File: src/rtl/tlc_sensor_conditioner.sv
// Front end for the traffic light controller: syncs and debounces RAW_S/RAW_M, latches SD/MD until served, divides CLK into STEP.
// Latency RAW edge -> x_DEB is 2+DEB_CYCLES edges and -> SD/MD is 3+DEB_CYCLES edges; no backpressure, all outputs registered.
module tlc_sensor_conditioner #(
  parameter int DEB_CYCLES = 4,
  parameter int CNT_W      = 3,
  parameter int STEP_DIV   = 8,
  parameter int STEP_W     = 4
) (
  input  logic       CLK,
  input  logic       CLR,
  input  logic       RAW_S,
  input  logic       RAW_M,
  input  logic [3:0] STATE,
  output logic       SD,
  output logic       MD,
  output logic       STEP,
  output logic       S_DEB,
  output logic       M_DEB
);

  localparam logic [CNT_W-1:0]  DEB_LAST    = CNT_W'(DEB_CYCLES - 1);
  localparam logic [STEP_W-1:0] DIV_LAST    = STEP_W'(STEP_DIV - 1);
  localparam logic [3:0]        SIDE_SERVED = 4'b0110;
  localparam logic [3:0]        MAIN_SERVED = 4'b1001;

  // bit 0 is the metastability flop, bit 1 the usable sample
  logic [1:0]        s_sync, m_sync;
  logic [CNT_W-1:0]  s_cnt, m_cnt, s_cnt_nxt, m_cnt_nxt;
  logic              s_deb_nxt, m_deb_nxt;
  logic [STEP_W-1:0] div_cnt, div_nxt;

  always_comb begin
    s_cnt_nxt = '0;
    s_deb_nxt = S_DEB;
    m_cnt_nxt = '0;
    m_deb_nxt = M_DEB;
    // a sample that matches the accepted level leaves the counter at zero
    if (s_sync[1] != S_DEB) begin
      if (s_cnt == DEB_LAST) s_deb_nxt = ~S_DEB;
      else                   s_cnt_nxt = s_cnt + CNT_W'(1);
    end
    if (m_sync[1] != M_DEB) begin
      if (m_cnt == DEB_LAST) m_deb_nxt = ~M_DEB;
      else                   m_cnt_nxt = m_cnt + CNT_W'(1);
    end
    div_nxt = (div_cnt == DIV_LAST) ? '0 : div_cnt + STEP_W'(1);
  end

  always_ff @(posedge CLK or negedge CLR) begin
    if (!CLR) begin
      s_sync  <= '0;
      m_sync  <= '0;
      s_cnt   <= '0;
      m_cnt   <= '0;
      S_DEB   <= 1'b0;
      M_DEB   <= 1'b0;
      SD      <= 1'b0;
      MD      <= 1'b0;
      div_cnt <= '0;
      STEP    <= 1'b0;
    end else begin
      s_sync  <= {s_sync[0], RAW_S};
      m_sync  <= {m_sync[0], RAW_M};
      s_cnt   <= s_cnt_nxt;
      m_cnt   <= m_cnt_nxt;
      S_DEB   <= s_deb_nxt;
      M_DEB   <= m_deb_nxt;
      // the served code wins over a still-present vehicle
      SD      <= (STATE == SIDE_SERVED) ? 1'b0 : (SD | S_DEB);
      MD      <= (STATE == MAIN_SERVED) ? 1'b0 : (MD | M_DEB);
      div_cnt <= div_nxt;
      STEP    <= (div_nxt == DIV_LAST);
    end
  end

endmodule

File: config.mk
export PLATFORM = sky130hd
export DESIGN_NAME = tlc_sensor_conditioner
export DESIGN_NICKNAME = d
export VERILOG_FILES = /design/src/rtl/tlc_sensor_conditioner.sv
export SDC_FILE = /design/constraint.sdc
export NUM_CORES = 1
export LEC_CHECK = 0
export BUFFER_PORTS_ARGS = -buffer_cell sky130_fd_sc_hd__buf_2
export CAP_MARGIN = 15
export CORE_UTILIZATION = 25
export DETAILED_ROUTE_END_ITERATION = 10
export HOLD_SLACK_MARGIN = 0.1
export PLACE_DENSITY = 0.54
export SYNTH_ARGS = -nofsm -noshare
export SYNTH_HDL_FRONTEND = slang
export SYNTH_SLANG_ARGS = --single-unit
File: constraint.sdc
create_clock -name CLK -period 2.92 [get_ports CLK]
set_input_delay 0.438 -clock CLK [delete_from_list [all_inputs] [get_ports CLK]]
set_output_delay 0.438 -clock CLK [all_outputs]
set_load 0.005 [all_outputs]
# After elaboration in Yosys (flattened, before gate mapping)
# Cells that the tools add are included.
# word_totals
latchBits,0
elab_cells,34
mem_count,0
out_inout_bits,5
rom_bits,0
mem_bits_rw,0
inputBits,8
register_bits,19
# classes
multipliers,0
n_shift,0
n_eq_ne,8
n_reduce_logical,2
n_lt_le_gt_ge,0
muxes,7
div_mod_pow,0
bitwise,4
add_sub_neg,3
# ops
cell,count
"4-bit by 3-bit equality test with 1-bit output, second input constant",3
3-bit 2-to-1 mux,4
"3-bit by 1-bit adder with 3-bit output, second input constant",2
"3-bit by 2-bit equality test with 1-bit output, second input constant",2
"4-bit by 1-bit adder with 4-bit output, second input constant",1
"4-bit equality test, second input constant",1
4-bit 2-to-1 mux,1
2-bit AND reduction,2
1-bit 2-to-1 mux,2
1-bit inequality test,2
1-bit NOT,2
1-bit bitwise OR,2

# Depth between registers and ports, before layout
# Gate-level depths: netlist of run 1.
# depth
ltp_word,3
ltp_mapped,4
ltp_nobuf,4

# Worst setup path before layout of run 1
# No wires, ideal clock.
# synth_timing
path_kind,register to register
start,register m_cnt[0]
end,register M_DEB
slack_ns,1.824
setup_ns,0.125
stages_incl_launch_ff,4
t_arrival_ns,0.972
t_required_ns,2.795
path_cell_list,dfrtp_1 ha_1 nor2b_1 mux2_2
# synth_between
elab_chain_cells,2
# synth_rtl
item,line,text
from (decl),28,"logic [CNT_W-1:0] s_cnt, m_cnt, s_cnt_nxt, m_cnt_nxt;"
from (signal assigned),65,m_cnt <= m_cnt_nxt;
3-bit by 2-bit equality test with 1-bit output,43,if (m_cnt == DEB_LAST) m_deb_nxt = ~M_DEB;
2-bit AND reduction (no line),-,
to (signal assigned),67,M_DEB <= m_deb_nxt;
to (decl),18,output logic M_DEB
# Every way passes these cells.
# A chain may end at the register's enable or synchronous reset.

# Worst setup path in the final report of run 1
# layout_timing
start,register M_DEB
end,output M_DEB
# No word-level cell between the ends.

==> metrics.yaml, run 1 <==
skew_ns: 0.00475
gp_congestion: 0.673
synth_warnings: 0
cts_root_buf: "clkbuf_4"
area_growth_pct: 18.3
wl_per_cell_um: 9.64
finalSetupViolations: 0
path_buf_inv: 1
fmax_mhz: 770
grt.overflow.total: 0
cts_buffer_depth: 2
max_stage_delay_ns: 0.43
drive_gt1_share_pct: 26.8
tns_ns: 0
crit_fanout: 4
cap_violations: 0
viasPerCell: 4.25
cp-start-kind: "flip-flop"
synth_compound_area_share_pct: 3.72
placeableCoreArea_um2: 2780
ir_drop_mv: 0.274
syn_avg_cell_area_um2: 13.7
synthCells: 54
crit_arrival_ns: 0.86
worst_pin_slew_ns: 0.419
grt_first_pass_wirelength_um: 1910
yosys_register_bits: 19
use_met2_pct: 12.2
worstHoldPathType: "primary input to flip-flop"
utilization_pct: 31.4
cts_setup_buffers: 0
num_rows: 19
place_area_um2: 838
holdWs_ns: 0.252
synthSimpleGateAreaFrac_pct: 15.6
wirelength_um: 983
outcome: "finished, final reports clean"
clkLatencyLatePin_ns: 0.28
drtIter0Drc: 4
drt-pass1-iter-count: 2
synth_top_family_by_area: "simple AND/OR/NAND/NOR gates"
hold_violations: 0
grt_max_degree: 20
antenna_left: 0
antenna_found_initial: 0
endpoint_kind: "output port"
die_w_um: 56.4
crit_chain: "buf_2"
synth_fa_ha_area_share_pct: 6.77
numCtsBuffers: 3
syn-num-nets: 66
remaining_drc_errors: 0
critical_path_class: "flip-flop to output port"
io_pins: 13
muxShareOfSynthArea_pct: 4.57
slowest_stage: "dfrtp_1"
diodes: 0
ys_types: 19
cellPowerDensity_nw_per_um2: 658
num_vias: 433
synth.cell_area_um2: 739
cts.sinks: 19
cts_tree: "done"
use_met3_pct: 1.84
p_leak_nw: 0.420
dp.cells: 97
finalCriticalPeriod_ns: 1.30
synth-xor-area-share_pct: 3.55
critPathTopFamily: "flip-flops"
finalMaxSlewViolations: 0
path_clk_slew_ns: 0.10
h-tree-depth: 1
slew_headroom_pct: 72.1
required_ns: 2.48
final_cell_count_no_fill: 102
synth-seq-area-share_pct: 64.3
fp.dieArea_um2: 3180
fin_nets: 84
port_buffers: 12
first_global_vias: 468
start_util_pct: 26.6
postLayoutCellArea_um2: 875
grtUsageTotal_pct: 7.62
hpwl_um: 758
rsz0062_at_grt: "no"
top_usage_layer: "met2"
die_h_um: 56.4
grt_use_met1_pct: 9.40
cts_resized: 0
fin_crit_sh_pct: 44.5
## path summary, 6_finish.rpt
kind | start | end | slack, ns | cells after the start
max in group asynchronous | CLR | SD$_DFF_PN0_ | 2.01 | 2
worst max-delay path | M_DEB$_DFFE_PN0P_ | M_DEB | 1.62 | 1
worst min-delay path | RAW_M | m_sync[0]$_DFF_PN0_ | 0.25 | 1
worst max register to register | m_cnt[0]$_DFF_PN0_ | M_DEB$_DFFE_PN0P_ | 1.75 | 3
min in group asynchronous | CLR | m_sync[0]$_DFF_PN0_ | 0.61 | 2
worst min register to register | s_sync[0]$_DFF_PN0_ | s_sync[1]$_DFF_PN0_ | 0.36 | 0
## report_power, final
group          internal, mW  switching, mW  leakage, nW  total (mW)
Sequential            0.307         0.0304        0.235       0.338
Clock                0.0529         0.0702       0.0150       0.123
Combinational        0.0655         0.0492        0.170       0.115
## kinds of logic (layout without fill, tap and decap cells)
kind of cell | Yosys count | count (layout)
AO/OA/AOI/OAI | 4 | 4
XOR/XNOR | 3 | 3
adder cells (fa/ha/maj) | 4 | 4
buffers and inverters | 3 | 20
flip-flops | 19 | 19
multiplexers | 3 | 3
AND/OR/NAND/NOR | 18 | 18
## synth_stat cells
cell / count / share of area (%)
a31oi_1: 2 / 1.7
xor2_1: 1 / 1.2
nor3_1: 2 / 1.4
inv_1: 3 / 1.5
dfrtp_1: 19 / 64
xnor2_1: 2 / 2.4
a21boi_0: 1 / 1.0
nand3b_1: 1 / 1.0
ha_1: 4 / 6.8
nand4bb_1: 1 / 1.5
mux2_2: 3 / 4.6
nor4bb_1: 1 / 1.4
nand3_1: 1 / 0.68
nor2b_2: 1 / 1.2
nor2b_1: 2 / 1.7
and3b_1: 1 / 1.2
o31ai_1: 1 / 1.0
nor2_1: 5 / 2.5
nor3b_1: 3 / 3.0
## cell usage in the layout, fill, tap and decap left out
cell type	count
xor2_1	1
nor2b_1	2
nand3b_1	1
nor3_1	2
inv_1	3
nor2b_2	1
a31oi_1	2
dfrtp_1	19
clkbuf_4	3
ha_1	4
a21boi_0	1
nor2_1	5
o31ai_1	1
xnor2_1	2
nor4bb_1	1
and3b_1	1
buf_2	12
nand3_1	1
nor3b_1	3
dlygate4sd3_1	1
nand4bb_1	1
clkbuf_1	1
mux2_2	3
## flip-flops by register name (all words and copies together), names as in the netlist
signal	count
MD	1
M_DEB	1
SD	1
STEP	1
S_DEB	1
div_cnt	4
m_cnt	3
m_sync	2
s_cnt	3
s_sync	2
## final cells by class
| cell class | instances | area [um^2] |
|---|---|---|
| Clock buffer | 4 | 26.3 |
| Fill cell | 269 | 1910 |
| Inverter | 3 | 11.3 |
| Multi-Input combinational cell | 32 | 253 |
| Sequential cell | 19 | 475 |
| Tap cell | 31 | 38.8 |
| Timing Repair Buffer | 13 | 70.1 |
## metrics by stage
stage / power, mW / setup WS [ns]
2_1_floorplan: 0.413 / 1.82
3_3_place_gp: 0.457 / 1.76
3_5_place_dp: 0.461 / 1.75
4_1_cts: 0.588 / 1.59
5_1_grt: 0.619 / 1.57
6_report: 0.575 / 1.62
## repair_timing
action,4_1_cts,5_1_grt
endpoints found under the setup margin,0,0
hold buffers,1,0
hold endpoints to repair,19,0
## per-layer routing
metal | part of all wire [%] | routed length, um | vias to the layer above
met5 | 0 | 0 | -
met4 | 0 | 0 | 0
met3 | 4.3 | 42 | 0
met2 | 52 | 507 | 4
met1 | 44 | 434 | 211
li1 | - | - | 218
Power figures use the tool's default switching activity.
==> inputs of run 2 (changes only) <==
Clock period 2.92 ns to 1.4 ns, I/O delays scaled along.
==> run 2 against run 1 <==
Net effect:
- routed wire length down 0.20%
- highest routed layer unchanged
- sequential cell count unchanged
- hold slack worse by 0.14 ns
- critical path type is now flip-flop to flip-flop
- register-to-register slack worse by 1.5 ns
- clock power up 110%
- utilization up 0.72 points
- count of clock-buffer cells in the layout unchanged
- largest cell class unchanged
==> metrics.yaml, run 2 (synthesis gave the netlist of run 1 again) <==
slowest_stage: "dfrtp_1"
area_growth_pct: 21.0
grt_first_pass_wirelength_um: 1900  # -0.73%
hpwl_um: 758  # unchanged
die_h_um: 56.4  # unchanged
wl_met3_um: 42  # unchanged
wirelength_um: 981  # -0.20%
numCtsBuffers: 3  # unchanged
worst_slack_ns: 0.228  # -1.39 ns
p_sw_mw: 0.312  # +110%
io_pins: 13  # unchanged
fin_crit_sh_pct: 83.7
rrSetupSlack_ns: 0.23  # -1.52 ns
required_ns: 1.58  # -0.90 ns
dp.cells: 97  # unchanged
p_clk_share_pct: 21.3  # about the same
clkLatencyLatePin_ns: 0.28  # about the same
start_util_pct: 26.6  # unchanged
cts_tree: "done"
combPwrFrac_pct: 20.2  # +0.3 points
remaining_drc_errors: 0  # unchanged
finalCriticalPeriod_ns: 1.17
pre_cts_ws_ns: 0.231  # -1.52 ns
ir_drop_mv: 0.601  # +120%
placeableCoreArea_um2: 2780  # unchanged
outcome: "finished, final reports clean"
cellPowerDensity_nw_per_um2: 1340  # +100%
worst_pin_slew_ns: 0.415  # -0.00347 ns
skew_ns: 0.00470  # -0.0000499 ns
cts_buffer_depth: 2  # unchanged
antenna_left: 0  # unchanged
worstHoldPathType: "primary input to flip-flop"
wl_per_cell_um: 9.43  # -2.1%
finalSetupViolations: 0  # unchanged
crit_arrival_ns: 1.35  # +0.49 ns
fmax_mhz: 853
h-tree-depth: 1  # unchanged
num_vias: 439  # +1.4%
drive_gt1_share_pct: 26.0  # -0.73 points
p_int_mw: 0.891  # +110%
crit_chain: "ha_1 -> nor2b_1 -> mux2_2"
fp.dieArea_um2: 3180  # unchanged
grt_max_degree: 20  # unchanged
hold_violations: 0  # unchanged
antenna_found_initial: 0  # unchanged
tns_ns: 0  # unchanged
fin_nets: 86  # +2.4%
cap_violations: 0  # unchanged
num_rows: 19  # unchanged
cp-start-kind: "flip-flop"
grtUsageTotal_pct: 7.58  # -0.049 points
diodes: 0  # unchanged
cts_root_buf: "clkbuf_4"
finalMaxSlewViolations: 0  # unchanged
gp_congestion: 0.673  # unchanged
power_frac_seq_pct: 58.6  # about the same
die_w_um: 56.4  # unchanged
crit_fanout: 2  # -2
endpoint_kind: "flip-flop"
cts_resized: 0  # unchanged
final_cell_count_no_fill: 104  # +2.0%
largest_registers: "div_cnt x4, m_cnt x3, s_cnt x3"
grt.overflow.total: 0  # unchanged
first_global_vias: 471  # +0.64%
final_common_cell: "dfrtp_1"
slew_headroom_pct: 72.3  # +0.23 points
drtIter0Drc: 4  # unchanged
wl_met2_um: 487  # -3.9%
rsz0062_at_grt: "no"
p_leak_nw: 0.428  # +2.0%
final_cell_mix: "19 x dfrtp_1, 12 x buf_2, 5 x nor2_1"
port_buffers: 12  # unchanged
wl_met1_um: 450  # +3.7%
p_sw_share_pct: 25.9  # -0.12 points
largest_reg_flops: 4  # unchanged
critical_path_class: "flip-flop to flip-flop"
drt-pass1-iter-count: 2  # unchanged
path_clk_slew_ns: 0.10  # about the same
viasPerCell: 4.22  # -0.56%
max_stage_delay_ns: 0.37  # -0.06 ns
cts.sinks: 19  # unchanged
largest-register: "div_cnt"
top_layer_used: "met3"
run 2: cell count changes in the layout (fill, tap and decap cells not counted):
cell,delta
dlygate4sd3_1,+2
run 2: routing by layer:
metal  track usage (%)  vias to the layer above
li1                  -                      222
met4              4.18                        0
met1              9.25                      213
met5                 0                        -
met2              12.2                        4
met3              1.84                        0
run 2: what timing repair did:
action	4_1_cts	5_1_grt
hold buffers	3	0
hold endpoints to repair	21	0
endpoints found under the setup margin	0	0
setup buffers	0	0
run 2: per-stage QoR:
| stage | power (mW) | area, um^2 | hold slack, ns | util (%) |
|---|---|---|---|---|
| 4_1_cts | 1.23 | 895 | 0.102 | 32.2 |
| 5_1_grt | 1.30 | 895 | 0.123 | 32.2 |
| 6_report | 1.20 | 895 | 0.115 | 32.2 |
| 3_5_place_dp | 0.963 | 838 | 0.173 | 30.1 |
| 2_1_floorplan | 0.862 | 739 | -0.0856 | - |
| 3_3_place_gp | 0.954 | 838 | 0.167 | 30.1 |
run 2: path summary, 6_finish.rpt:
kind | start | end | depth (start not counted)
max reg2reg | m_cnt[0]$_DFF_PN0_ | M_DEB$_DFFE_PN0P_ | 3
max | m_cnt[0]$_DFF_PN0_ | M_DEB$_DFFE_PN0P_ | 3
min | STATE[0] | MD$_DFF_PN0_ | 2
max in group asynchronous | CLR | s_sync[1]$_DFF_PN0_ | 2
min reg2reg | s_sync[0]$_DFF_PN0_ | s_sync[1]$_DFF_PN0_ | 0
min in group asynchronous | CLR | m_sync[0]$_DFF_PN0_ | 2
run 2: layout make-up:
type	instances	area, um^2
Tap cell	31	38.8
Sequential cell	19	475
Fill cell	271	1890
Clock buffer	4	26.3
Timing Repair Buffer	15	90.1
Inverter	3	11.3
Multi-Input combinational cell	32	253
run 2: power groups by stage:
stage | sequential, mW | combinational (mW) | clock, mW
3_5_place_dp | 0.721 | 0.241 | 0
4_1_cts | 0.710 | 0.249 | 0.272
5_1_grt | 0.718 | 0.286 | 0.292
2_1_floorplan | 0.708 | 0.154 | 0
6_report | 0.705 | 0.243 | 0.256
3_3_place_gp | 0.717 | 0.237 | 0
run 2: critical path, delay by kind of cell, from the launching register on:
family                   cells  cell delay (ns)
flip-flops                   1             0.37
multiplexers                 1             0.35
AND/OR/NAND/NOR              1             0.18
adder cells (fa/ha/maj)      1             0.16
